==> config.mk <==
export PLATFORM = sky130hd
export DESIGN_NAME = mux4_rr_arbiter
export DESIGN_NICKNAME = d
export VERILOG_FILES = /design/src/rtl/mux4_rr_arbiter_pkg.sv /design/src/rtl/mux4_rr_arbiter_mux4_w.sv /design/src/rtl/mux4_rr_arbiter.sv
export SDC_FILE = /design/constraint.sdc
export NUM_CORES = 1
export LEC_CHECK = 0
export ABC_CLOCK_PERIOD_IN_PS = 1900
export CORE_MARGIN = 2
export CORE_UTILIZATION = 39
export CTS_BUF_LIST = sky130_fd_sc_hd__clkbuf_8
export CTS_CLUSTER_SIZE = 8
export DETAILED_ROUTE_END_ITERATION = 8
export PLACE_DENSITY = 0.82
export SETUP_SLACK_MARGIN = 0.1
export SLEW_MARGIN = 20
export SYNTH_ARGS = -nofsm -noshare
export SYNTH_HDL_FRONTEND = slang
export SYNTH_HIERARCHICAL = 1
export SYNTH_SLANG_ARGS = --single-unit
export TNS_END_PERCENT = 5
==> constraint.sdc <==
create_clock -name clk -period 1.9 [get_ports clk]
set_input_delay 0.19 -clock clk [delete_from_list [all_inputs] [get_ports clk]]
set_output_delay 0.19 -clock clk [all_outputs]
set_load 0.01 [all_outputs]
==> src/rtl/mux4_rr_arbiter_pkg.sv <==
// mux4_rr_arbiter_pkg: shared state encodings, requester count and round-robin pick
package mux4_rr_arbiter_pkg;

    localparam int NUM_REQ = 4;

    typedef enum logic {
        ST_IDLE  = 1'b0,
        ST_GRANT = 1'b1
    } state_t;

    // First set request bit found scanning ptr, ptr+1, ... modulo NUM_REQ.
    // The scan runs from the farthest slot back towards ptr, so the nearest hit is written last.
    function automatic logic [1:0] rr_pick(input logic [NUM_REQ-1:0] req, input logic [1:0] ptr);
        logic [1:0] idx;
        rr_pick = ptr;
        for (int k = NUM_REQ - 1; k >= 0; k--) begin
            idx = ptr + 2'(k);
            if (req[idx]) rr_pick = idx;
        end
    endfunction

endpackage

==> src/rtl/mux4_rr_arbiter_mux4_w.sv <==
// mux4_w: W-bit 4:1 data multiplexer selected by {S2,S1}
module mux4_w #(
    parameter int W = 8
) (
    input  logic [4*W-1:0] din,
    input  logic           S1,
    input  logic           S2,
    output logic [W-1:0]   dout
);

    // Two-level select tree, identical per bit to the single-bit mux
    always_comb begin
        dout = S2 ? (S1 ? din[3*W +: W] : din[2*W +: W])
                  : (S1 ? din[1*W +: W] : din[0*W +: W]);
    end

endmodule

==> src/rtl/mux4_rr_arbiter.sv <==
// mux4_rr_arbiter: round-robin burst arbiter driving a shared 4:1 data mux
module mux4_rr_arbiter
    import mux4_rr_arbiter_pkg::*;
#(
    parameter int W         = 8,
    parameter int MAX_BURST = 8,
    parameter int CNT_W     = 4
) (
    input  logic                 clk,
    input  logic                 rst,
    input  logic [NUM_REQ-1:0]   req,
    input  logic [NUM_REQ*W-1:0] din,
    input  logic                 out_ready,
    output logic                 out_valid,
    output logic [W-1:0]         dout,
    output logic [NUM_REQ-1:0]   gnt,
    output logic                 S1,
    output logic                 S2,
    output logic                 busy
);

    state_t           state;
    logic [1:0]       ptr;
    logic [1:0]       sel;
    logic [1:0]       pick;
    logic [CNT_W-1:0] beat_cnt;
    logic             xfer;
    logic             rel;

    assign sel = {S2, S1};

    mux4_w #(.W(W)) u_mux (
        .din  (din),
        .S1   (S1),
        .S2   (S2),
        .dout (dout)
    );

    // Handshake and release decisions, all derived from the registered select
    always_comb begin
        pick      = rr_pick(req, ptr);
        out_valid = (state == ST_GRANT) && req[sel];
        xfer      = out_valid && out_ready;
        rel       = (state == ST_GRANT) &&
                    (!req[sel] || (xfer && beat_cnt == CNT_W'(MAX_BURST - 1)));
    end

    // Arbitration FSM; select bits hold their value through IDLE
    always_ff @(posedge clk) begin
        if (rst) begin
            state    <= ST_IDLE;
            gnt      <= '0;
            S1       <= 1'b0;
            S2       <= 1'b0;
            busy     <= 1'b0;
            ptr      <= '0;
            beat_cnt <= '0;
        end else if (state == ST_IDLE) begin
            if (|req) begin
                state    <= ST_GRANT;
                gnt      <= 4'b0001 << pick;
                {S2, S1} <= pick;
                busy     <= 1'b1;
                beat_cnt <= '0;
            end
        end else if (rel) begin
            state <= ST_IDLE;
            gnt   <= '0;
            busy  <= 1'b0;
            ptr   <= sel + 2'd1;
        end else if (xfer) begin
            beat_cnt <= beat_cnt + 1'b1;
        end
    end

endmodule

; ---- Yosys cells after proc, flatten, opt, wreduce, memory -nomap -nowiden
; Cells that the tools add are included.
; W data, S select, Z words.
[classes]
n_addsub = 5
n_lt_le_gt_ge = 5
n_bitwise = 1
shifts = 1
n_reduce_logical = 12
eq_ne = 4
muxes = 30
[ops]
columns = op, n
row1 = $mux W4, 7
row2 = $mux W8, 3
row3 = $lt A2 B3 Y1 const B, 5
row4 = $mux W1, 11
row5 = $bmux W1 S2, 5
row6 = $mux W2, 4
row7 = $reduce_and A2 Y1, 3
row8 = $add A2 B1 Y2 const B, 2
row9 = $add A2 B2 Y2 const B, 2
row10 = $add A4 B1 Y4 const B, 1
row11 = $eq A4 B3 Y1 const B, 1
row12 = $logic_and A1 B1 Y1, 4
row13 = $ne A2 B1 Y1 const B, 2
row14 = $reduce_or A4 Y1, 1
row15 = $shl A1 B2 Y4 const A, 1
row16 = $reduce_and A3 Y1, 1
row17 = $ne A2 B2 Y1 const B, 1
row18 = $reduce_bool A2 Y1, 1
row19 = $logic_not A1 Y1, 1
row20 = $logic_or A1 B1 Y1, 1
row21 = $not A1 Y1, 1
[word_totals]
out_inout_bits = 16
regBits = 14
wordCells = 65

; ---- Longest topological paths before layout
[depth]
word_depth = 10
depth_mapped = 7

; ---- Cells and area by module
; The synthesis kept the hierarchy.
[by_module_without_submodules]
columns = module, area_each_um2, instances, cells_each
row1 = mux4_rr_arbiter, 747.0, 1, 86
row2 = mux4_w, 196.4, 1, 10

; ---- Least setup slack after synthesis
; No wires, ideal clock.
[synth_timing]
kind = register -> register
startpoint = register S2
endpoint = register gnt[1]
t_required_ns = 1.771
arrival_ns = 1.533
synth_period_minus_slack_ns = 1.662
stages_incl_launch_ff = 6
path_slack_ns = 0.238
cell_sequence = dfxtp_1 mux4_2 a21bo_1 buf_6 a32oi_1 nor2_1
[synth_via]
elab_chain_len = 9
word_cells_on_any_way = 10
[synth_lines]
columns = item, line
row1 = "start, declared", mux4_rr_arbiter.sv:18  ; output logic S2,
row2 = "start signal, assigned", mux4_rr_arbiter.sv:62  ; {S2, S1} <= pick;
row3 = $bmux W1 S2 (*), "mux4_rr_arbiter.sv:42, mux4_rr_arbiter.sv:45"
row4 = $mux W1 (not written as such) (*), "mux4_rr_arbiter.sv:42, mux4_rr_arbiter.sv:45"
row5 = $logic_and A1 B1 Y1, mux4_rr_arbiter.sv:42  ; out_valid = (state == ST_GRANT) && req[sel];
row6 = $logic_and A1 B1 Y1, mux4_rr_arbiter.sv:43  ; xfer = out_valid && out_ready;
row7 = $logic_and A1 B1 Y1, mux4_rr_arbiter.sv:45  ; (!req[sel] || (xfer && beat_cnt == CNT_W'(MAX_BURST - 1)));
row8 = $logic_or A1 B1 Y1 (*), mux4_rr_arbiter.sv:45
row9 = $logic_and A1 B1 Y1 (*), mux4_rr_arbiter.sv:44  ; rel = (state == ST_GRANT) &&
row10 = $ne A2 B1 Y1 (no source line) (*), -
row11 = $reduce_and A2 Y1 (no source line) (*), -
row12 = "end signal, assigned", mux4_rr_arbiter.sv:61  ; gnt <= 4'b0001 << pick;
row13 = "end, declared", mux4_rr_arbiter.sv:16  ; output logic [NUM_REQ-1:0] gnt,
; Every way passes the cells marked *; elsewhere a longest branch is shown, timed or not. The select of a mux whose other input is x is not followed.
; A chain may end at the register's enable or synchronous reset.

; ---- Worst setup path in the final report
[layout_timing]
startpoint = input port req[3]
endpoint = output port out_valid
[layout_via]
elab_chain_len = 3
[layout_lines]
columns = item, line
row1 = "start, declared", mux4_rr_arbiter.sv:11  ; input logic [NUM_REQ-1:0] req,
row2 = $bmux W1 S2, mux4_rr_arbiter.sv:42
row3 = $mux W1 (not written as such), mux4_rr_arbiter.sv:42
row4 = $logic_and A1 B1 Y1, mux4_rr_arbiter.sv:42
row5 = "end, declared", mux4_rr_arbiter.sv:14  ; output logic out_valid,
; No other way between the ends. The select of a mux whose other input is x is not followed.

==> flow_summary.ini <==
[yosys]
synth_edf_count = 0
synth-warning-count = 6
seq_area_frac_synth_pct = 29.7
syn_area_per_cell_um2 = 9.83
synth.distinct_cells = 38
synth_seq_cells = 14
synth_area_um2 = 943
yosys_most_used_dff = dfxtp_1
syn-num-nets = 136
async_flop_share_pct = 0
netlist_instances = 96

[placement]
gp_congestion = 0.773
dp_slack_ps = -101
dpl_cell_area_um2 = 1570
place_hpwl_um = 2620
portBuffers = 54

[layout]
nFillCells = 186
areaGrowthSynthToFinish_pct = 70.7
antenna_cells = 0
stdcell_area_um2 = 1610
nets = 201
final_cell_mix = clkdlybuf4s50_1 (45), dfxtp_1 (12), nor2_1 (11), buf_4 (10)
final_common_cell = clkdlybuf4s50_1
drive_above_1_share_pct = 21.4

[grt]
grt_max_degree = 15
antenna_found_initial = 0
grt_first_pass_wirelength_um = 5110
grt_pass1_vias = 1083
grt_usage_pct = 25.8
grt-ovfl-total = 0

[worst_setup_path]
path_cells = clkdlybuf4s50_1, mux4_2, and2_4, dlygate4sd2_1
critPathBufInv = 2
reg2reg_slack_ps = 210
cp.required_ps = 1710
startpoint = req[3]
slowest_stage = mux4_2
start_kind = primary input
arrival_ps = 1590
crit_family = buffers and inverters
end_kind = output port
crit_fanout = 3
crit_type = primary input to output port
reg2reg_from = S2$_SDFFE_PP0P_
cp_slowest_stage_delay_ps = 520

[cts]
cts-hold-fix-buffers = 0
h-tree-depth = 1
clkTransAtPathRegs_ps = 50
root_buffer = clkbuf_8
clock_latency_ps = 250
clock_path_buffers = 2
cts_tree = done
clkSinkCount = 14
cts_buffers = 3

[drt]
wire_per_inst_um = 17.4
drc_errors = 0
vias = 1025
routed_wl_um = 3260
first_pass_iters = 4
ant_nets = 0
via_per_inst = 5.48
drt_iter0_markers = 22

[die]
rows = 17
core-area_um2 = 2250
die-area_um2 = 2830
die_h_um = 53.2
io_pins = 55
start_util_pct = 41.8
die_w_um = 53.2

[sta]
final_hold_viol_count = 0
max_freq_mhz = 562
rsz0062_at_grt = yes
tightest_slew_ps = 519
final.setup.worst_slack_ps = 120
setup_viol = 0
slew_violations = 0
relSlewSlack_pct = 65.3
finalCritPeriodShare_pct = 93.7
tns_ps = 0
fin_skew_ps = 0.946
period_needed_ps = 1780

[flow_run]
maxCapViolCount = 0

[pwr]
p_int_w = 0.000693
switching_share_pct = 29.2
clock_power_share_pct = 25.2
cellLeakagePower_nw = 0.646
p_per_area_nw_per_um2 = 608
pwr-share-comb_pct = 40.5
pwr-share-seq_pct = 34.3
p_sw_w = 0.000286
peakVddDrop_mv = 0.529

[outcome]
status = finished, final reports clean

[min_path]
hp-start = gnt[0]$_SDFFE_PP0P_
hold_class = register to register
[cell usage after synthesis (all sizes together) (2+ instances only)]
master  number  share of area (%)
a21oi        8                4.2
and2         2                1.6
buf          3                2.9
clkbuf       2               0.93
dfxtp       14                 30
inv          2               0.80
mux4         9                 21
nand2        4                1.6
nand3        7                3.7
nand3b       2                2.9
nor2        11                4.4
nor2b        2                1.3
nor3         4                2.1
o21ai        3                1.6
or2          3                2.0
xor2         3                2.8
[power groups by stage]
stage,Combinational [W],Sequential (W),Clock [W]
3_5_place_dp,0.000414,0.000340,0
5_1_grt,0.000424,0.000339,0.000254
2_1_floorplan,0.000182,0.000346,0
3_3_place_gp,0.000401,0.000338,0
6_report,0.000396,0.000336,0.000247
4_1_cts,0.000396,0.000336,0.000249
[timing repair]
action,in CTS,in global routing
hold endpoints to repair,0,0
pin swaps,1,0
setup endpoints to repair,9,2
gates resized for setup,11,1
setup buffers,0,1
[flip-flops by register name (all words and copies together), names as in the netlist]
name and count:
S1 1, S2 1, beat_cnt 4, busy 1, gnt 4, ptr 2, state 1
[metrics by stage]
stage / hold slack [ps] / utilization, % / power (W) / std cells
global placement: 457 / 69.6 / 0.000739 / 183
detailed placement: 461 / 69.6 / 0.000753 / 183
CTS: 476 / 71.1 / 0.000980 / 186
global route: 500 / 71.4 / 0.00102 / 187
floorplan: 268 / - / 0.000528 / 96
finish: 471 / 71.4 / 0.000979 / 187
[final timing paths]
kind	cells after the start	endpoint
max	4	out_valid
min	2	gnt[0]$_SDFFE_PP0P_
max reg2reg	5	gnt[1]$_SDFFE_PP0P_
min reg2reg	2	gnt[0]$_SDFFE_PP0P_
[cell families (layout without fill, tap and decap cells)]
logic type                 Yosys count  count (layout)  synth area share, %
buffers and inverters                7              70                 4.64
and+or+nand+nor                     42              42                 25.2
muxes                               10              10                 22.5
xor gates and xnor gates             3               3                 2.79
DFF                                 14              14                 29.7
adders and majority gates            1               1                 1.33
AOI/OAI and AO/OA                   19              19                 13.8
[final cells by class]
type | count | area [um2] | share of cell area, %
Tap cell | 28 | 35.0 | 2.18
Timing Repair Buffer | 65 | 624 | 38.8
Clock buffer | 3 | 41.3 | 2.56
Multi-Input combinational cell | 75 | 619 | 38.5
Inverter | 2 | 7.51 | 0.466
Sequential cell | 14 | 283 | 17.6
[worst reg2reg max path, delay by kind of cell (launching register included)]
| family | cells | cell delay (ps) |
|---|---|---|
| muxes | 1 | 530 |
| AOI/OAI and AO/OA | 2 | 470 |
| DFF | 1 | 340 |
| buffers and inverters | 1 | 160 |
| and+or+nand+nor | 1 | 50 |
[per-layer routing]
metal,wire (um),vias up,GRT usage [%]
li1,-,489,-
met1,1140,479,25.4
met2,1680,52,49.8
met3,393,5,8.19
met4,44,0,8.97
met5,0,-,0
No activity file was read; power rests on OpenSTA's default activity.
